**config.mk**
```make
export PLATFORM = sky130hd
export DESIGN_NAME = id_ex_elastic
export DESIGN_NICKNAME = d
export VERILOG_FILES = /design/src/rtl/id_ex_elastic_pkg.sv /design/src/rtl/id_ex_elastic_pipe_slot.sv /design/src/rtl/id_ex_elastic.sv
export SDC_FILE = /design/constraint.sdc
export NUM_CORES = 1
export LEC_CHECK = 0
export BUFFER_PORTS_ARGS = -buffer_cell sky130_fd_sc_hd__buf_2
export CAP_MARGIN = 20
export CORE_MARGIN = 1
export CORE_UTILIZATION = 39
export DETAILED_ROUTE_END_ITERATION = 7
export GPL_ROUTABILITY_DRIVEN = 1
export PLACE_DENSITY = 0.61
export SYNTH_ARGS = -nofsm -noshare
export SYNTH_HDL_FRONTEND = slang
export SYNTH_HIERARCHICAL = 1
export SYNTH_SLANG_ARGS = --single-unit
```
**constraint.sdc**
```tcl
create_clock -name clk -period 5.2 [get_ports clk]
set_input_delay 0.52 -clock clk [delete_from_list [all_inputs] [get_ports clk]]
set_output_delay 0.52 -clock clk [all_outputs]
set_load 0.005 [all_outputs]
```
**src/rtl/id_ex_elastic_pkg.sv**
```systemverilog
// Shared widths and NOP encodings for the elastic ID->EX stage.
// The top module takes its parameter defaults from here.
package id_ex_elastic_pkg;
   localparam int AluOpBus   = 8;
   localparam int AluSelBus  = 3;
   localparam int RegBus     = 32;
   localparam int RegAddrBus = 5;

   localparam logic [RegBus-1:0]    ZeroWord    = '0;
   localparam logic [AluOpBus-1:0]  EXE_NOP_OP  = 8'h00;
   localparam logic [AluSelBus-1:0] EXE_RES_NOP = 3'b000;
endpackage

```
**src/rtl/id_ex_elastic_pipe_slot.sv**
```systemverilog
// One payload slot with its valid bit. Clear beats load, so an invalid slot always holds zero.
module id_ex_elastic_pipe_slot #(
   parameter int W = 1
) (
   input  logic         clk,
   input  logic         rst,
   input  logic         i_load,
   input  logic         i_clr,
   input  logic [W-1:0] i_d,
   output logic [W-1:0] o_q,
   output logic         o_vld
);
   logic [W-1:0] r_q;
   logic         r_vld;

   always_ff @(posedge clk or posedge rst) begin
      if (rst) begin
         r_q   <= '0;
         r_vld <= 1'b0;
      end else if (i_clr) begin
         r_q   <= '0;
         r_vld <= 1'b0;
      end else if (i_load) begin
         r_q   <= i_d;
         r_vld <= 1'b1;
      end
   end

   assign o_q   = r_q;
   assign o_vld = r_vld;
endmodule

```
**src/rtl/id_ex_elastic.sv**
```systemverilog
// Elastic ID->EX register: main slot drives EX, skid slot absorbs the one instruction
// accepted while EX stalls, so id_ready depends only on registered state.
module id_ex_elastic
   import id_ex_elastic_pkg::*;
#(
   parameter int ALUOP_W  = AluOpBus,
   parameter int ALUSEL_W = AluSelBus,
   parameter int DATA_W   = RegBus,
   parameter int RADDR_W  = RegAddrBus
) (
   input  logic                clk,
   input  logic                rst,
   input  logic                flush,
   input  logic                id_valid,
   output logic                id_ready,
   input  logic [ALUOP_W-1:0]  id_aluop,
   input  logic [ALUSEL_W-1:0] id_alusel,
   input  logic [DATA_W-1:0]   id_reg1,
   input  logic [DATA_W-1:0]   id_reg2,
   input  logic [RADDR_W-1:0]  id_wd,
   input  logic                id_wreg,
   output logic                ex_valid,
   input  logic                ex_ready,
   output logic [ALUOP_W-1:0]  ex_aluop,
   output logic [ALUSEL_W-1:0] ex_alusel,
   output logic [DATA_W-1:0]   ex_reg1,
   output logic [DATA_W-1:0]   ex_reg2,
   output logic [RADDR_W-1:0]  ex_wd,
   output logic                ex_wreg
);
   localparam int PAY_W = ALUOP_W + ALUSEL_W + 2 * DATA_W + RADDR_W + 1;

   logic [PAY_W-1:0] w_id_pay;
   logic [PAY_W-1:0] w_main_d;
   logic [PAY_W-1:0] w_main_q;
   logic [PAY_W-1:0] w_skid_q;
   logic             w_main_vld;
   logic             w_skid_vld;
   logic             w_accept;
   logic             w_consume;
   logic             w_main_load;
   logic             w_main_clr;
   logic             w_skid_load;
   logic             w_skid_clr;

   assign w_id_pay  = {id_aluop, id_alusel, id_reg1, id_reg2, id_wd, id_wreg};

   assign id_ready  = !rst && !w_skid_vld;
   assign ex_valid  = w_main_vld;
   assign w_accept  = id_valid && id_ready;
   assign w_consume = w_main_vld && ex_ready;

   // Main refills from skid first (it is older); otherwise from ID.
   assign w_main_d    = w_skid_vld ? w_skid_q : w_id_pay;
   assign w_main_load = !flush &&
                        ((!w_main_vld && w_accept) ||
                         (w_consume && (w_skid_vld || w_accept)));
   assign w_main_clr  = flush || (w_consume && !w_skid_vld && !w_accept);

   assign w_skid_load = !flush && w_main_vld && !w_consume && w_accept;
   assign w_skid_clr  = flush || (w_consume && w_skid_vld);

   id_ex_elastic_pipe_slot #(.W(PAY_W)) u_main (
      .clk    (clk),
      .rst    (rst),
      .i_load (w_main_load),
      .i_clr  (w_main_clr),
      .i_d    (w_main_d),
      .o_q    (w_main_q),
      .o_vld  (w_main_vld)
   );

   id_ex_elastic_pipe_slot #(.W(PAY_W)) u_skid (
      .clk    (clk),
      .rst    (rst),
      .i_load (w_skid_load),
      .i_clr  (w_skid_clr),
      .i_d    (w_id_pay),
      .o_q    (w_skid_q),
      .o_vld  (w_skid_vld)
   );

   assign {ex_aluop, ex_alusel, ex_reg1, ex_reg2, ex_wd, ex_wreg} = w_main_q;

   a_no_orphan_skid: assert property (@(posedge clk) disable iff (rst)
      !(w_skid_vld && !w_main_vld));
endmodule

```
==> impl_metrics.json <==
{
  "die-area_mm2": 0.0211,
  "route.detailed.drc": 0,
  "drtPass1Iterations": 5,
  "die_h_um": 145,
  "cts_tree": "done",
  "run_status": "complete, no violations",
  "swShare": 0.240,
  "post_cts_buffers": 0,
  "synth.distinct_cells": 19,
  "hpwl_um": 10500,
  "worst_slew_pin_slew_ps": 1080,
  "synth_cells": 631,
  "slew_headroom": 0.279,
  "report.final.slew_viol_count": 0,
  "finalHoldViolations": 0,
  "synth-seq-cells": 164,
  "fin_skew_ps": 10.9,
  "antenna_cells": 0,
  "rsz0062_at_grt": "no",
  "p_int_mw": 2.19,
  "synth_largest_area_cell": "dfrtp_1",
  "finalSetupViolations": 0,
  "routedWlPerCell_um": 16.4,
  "ant_nets": 0,
  "design_area_mm2": 0.00939,
  "async_flop_share": 1.00,
  "synth_most_common_cell": "nor2_1",
  "via_per_inst": 4.76,
  "area_growth_pct": 17.1,
  "syn_area_mm2": 0.00802,
  "drtIter0Drc": 173,
  "pin_count": 169,
  "setup_tns_ps": 0,
  "dr_total_vias": 5068,
  "combPwrFrac": 0.084,
  "htree_num_levels": 4,
  "power_leakage_nw": 4.42,
  "ir_worst_vdd_mv": 0.205,
  "yosysSeqAreaShare": 0.512,
  "hold_ws_ps": 258,
  "yosys_most_used_dff": "dfrtp_1",
  "r2r-start": "u_skid/o_vld",
  "path_clk_slew_ps": 70,
  "fp.dieW_um": 145,
  "grt_pass1_wl_um": 29100,
  "maxCapViolCount": 0,
  "crit_start": "u_skid/o_vld",
  "synth_top_area_share": 0.512,
  "grt_overflow": 0,
  "std_cell_rows": 52,
  "path_class": "reg2reg",
  "clk_latency_ps": 420,
  "ys_warn_count": 6,
  "cp-start-kind": "flop",
  "grt_usage": 0.175,
  "synthTopCellsByArea": "dfrtp_1 51%, mux2i_1 20%, nor2_1 7.8%",
  "gp_congestion": 0.700,
  "crit_required_ps": 5460,
  "seqPwrFrac": 0.457,
  "numClockSinks": 164,
  "post-route-min-period_ps": 3040,
  "p_sw_uw": 693,
  "end_kind": "flop",
  "root_buffer": "clkbuf_16",
  "p_per_area_mw_per_mm2": 307,
  "cp.arrival_ps": 3300,
  "syn_nets": 717,
  "synth_edf_count": 0,
  "clockBufferDepth": 2,
  "grt_pass1_vias": 5353,
  "cts_hold_buf": 0,
  "fin_nets": 867,
  "core_mm2": 0.0202,
  "initial_core_util": 0.398,
  "fin_crit_sh": 0.584,
  "cts_buffers": 17,
  "fmax_mhz": 329,
  "numPortBuffers": 168,
  "drive_above_1_share": 0.374,
  "grt_antenna_before_repair": 0,
  "synth_common_cells": "167 x nor2_1, 164 x dfrtp_1, 162 x mux2i_1, 43 x mux2_2, 38 x mux2_4",
  "place_area_mm2": 0.00877,
  "routed_wl_um": 17500,
  "ctsResizeCount": 0,
  "syn_avg_cell_area_um2": 12.7,
  "hp-class": "in2async",
  "crit_fanout": 46,
  "grt_max_degree": 83,
  "clkPwrFrac": 0.459
}
[logic make-up after synthesis]
group                  synth area share
muxes                             0.334
buffers and inverters            0.0655
AOI/OAI and AO/OA               0.00577
and+or+nand+nor                  0.0830
DFF                               0.512
[per-stage QoR]
step | setup WS [ps] | power [mW] | instances | utilization
after floorplan | 2570 | 1.50 | 631 | -
after global placement | 2180 | 1.59 | 1032 | 0.435
after detailed placement | 2110 | 1.59 | 1032 | 0.435
after CTS | 2100 | 2.94 | 1064 | 0.465
after global routing | 1890 | 3.01 | 1064 | 0.465
final | 2160 | 2.88 | 1064 | 0.465
[final timing paths]
check | to | depth (start not counted) | slack, ps
worst min-delay path | u_main/o_q[56] | 2 | 260
max in group asynchronous | u_skid/o_vld | 3 | 3810
worst max register to register | u_main/o_q[75] | 6 | 2160
worst min register to register | u_main/o_q[54] | 2 | 520
min in group clk | u_skid/o_q[33] | 3 | 360
worst max-delay path | u_main/o_q[75] | 6 | 2160
[power groups by stage]
stage / clock network (mW) / logic [mW] / registers (mW)
final: 1.32 / 0.243 / 1.32
after global routing: 1.42 / 0.271 / 1.32
after CTS: 1.37 / 0.250 / 1.32
after detailed placement: 0 / 0.249 / 1.34
after global placement: 0 / 0.247 / 1.34
after floorplan: 0 / 0.159 / 1.34
[cell usage in the layout, fill, tap and decap left out]
| cell | instances |
|---|---|
| buf_2 | 168 |
| nor2_1 | 167 |
| dfrtp_1 | 163 |
| mux2i_1 | 162 |
| mux2_2 | 43 |
| mux2_4 | 38 |
| clkbuf_16 | 17 |
| buf_4 | 9 |
| inv_6 | 4 |
| clkinv_2 | 3 |
| bufinv_16 | 3 |
| clkinvlp_4 | 3 |
| nand2b_1 | 2 |
| inv_1 | 1 |
| nor2b_4 | 1 |
| nor2b_1 | 1 |
| a2111oi_4 | 1 |
| a41o_2 | 1 |
| nor4_2 | 1 |
| a31o_4 | 1 |
| clkinv_4 | 1 |
| clkbuf_8 | 1 |
| inv_8 | 1 |
| clkbuf_1 | 1 |
| dfrtp_4 | 1 |
[metal layers]
| metal | global-route usage | share of wire |
|---|---|---|
| met4 | 0.0505 | 0.010 |
| met5 | 0 | 0 |
| met3 | 0.0373 | 0.038 |
| met1 | 0.248 | 0.51 |
| met2 | 0.269 | 0.44 |
[cell type report]
| class | instances | area, um2 |
|---|---|---|
| Multi-Input combinational cell | 418 | 3400 |
| Sequential cell | 164 | 4110 |
| Fill cell | 1879 | 10800 |
| Timing Repair Buffer | 177 | 908 |
| Tap cell | 270 | 338 |
| Clock buffer | 19 | 443 |
| Clock inverter | 13 | 173 |
| Inverter | 3 | 13.8 |
[worst max-delay path: stages, from the launching register on]
cell and delay (ps):
dfrtp_4 880, inv_1 200, a2111oi_4 340, buf_4 610, buf_4 520, mux2i_1 250, nor2_1 50
[sequential cells by signal, indices dropped and copies added, names as in the netlist]
signal and flops:
u_skid/o_vld 1, u_main/o_q 81, u_main/o_vld 1, u_skid/o_q 81
No activity file was read; power rests on OpenSTA's default activity.
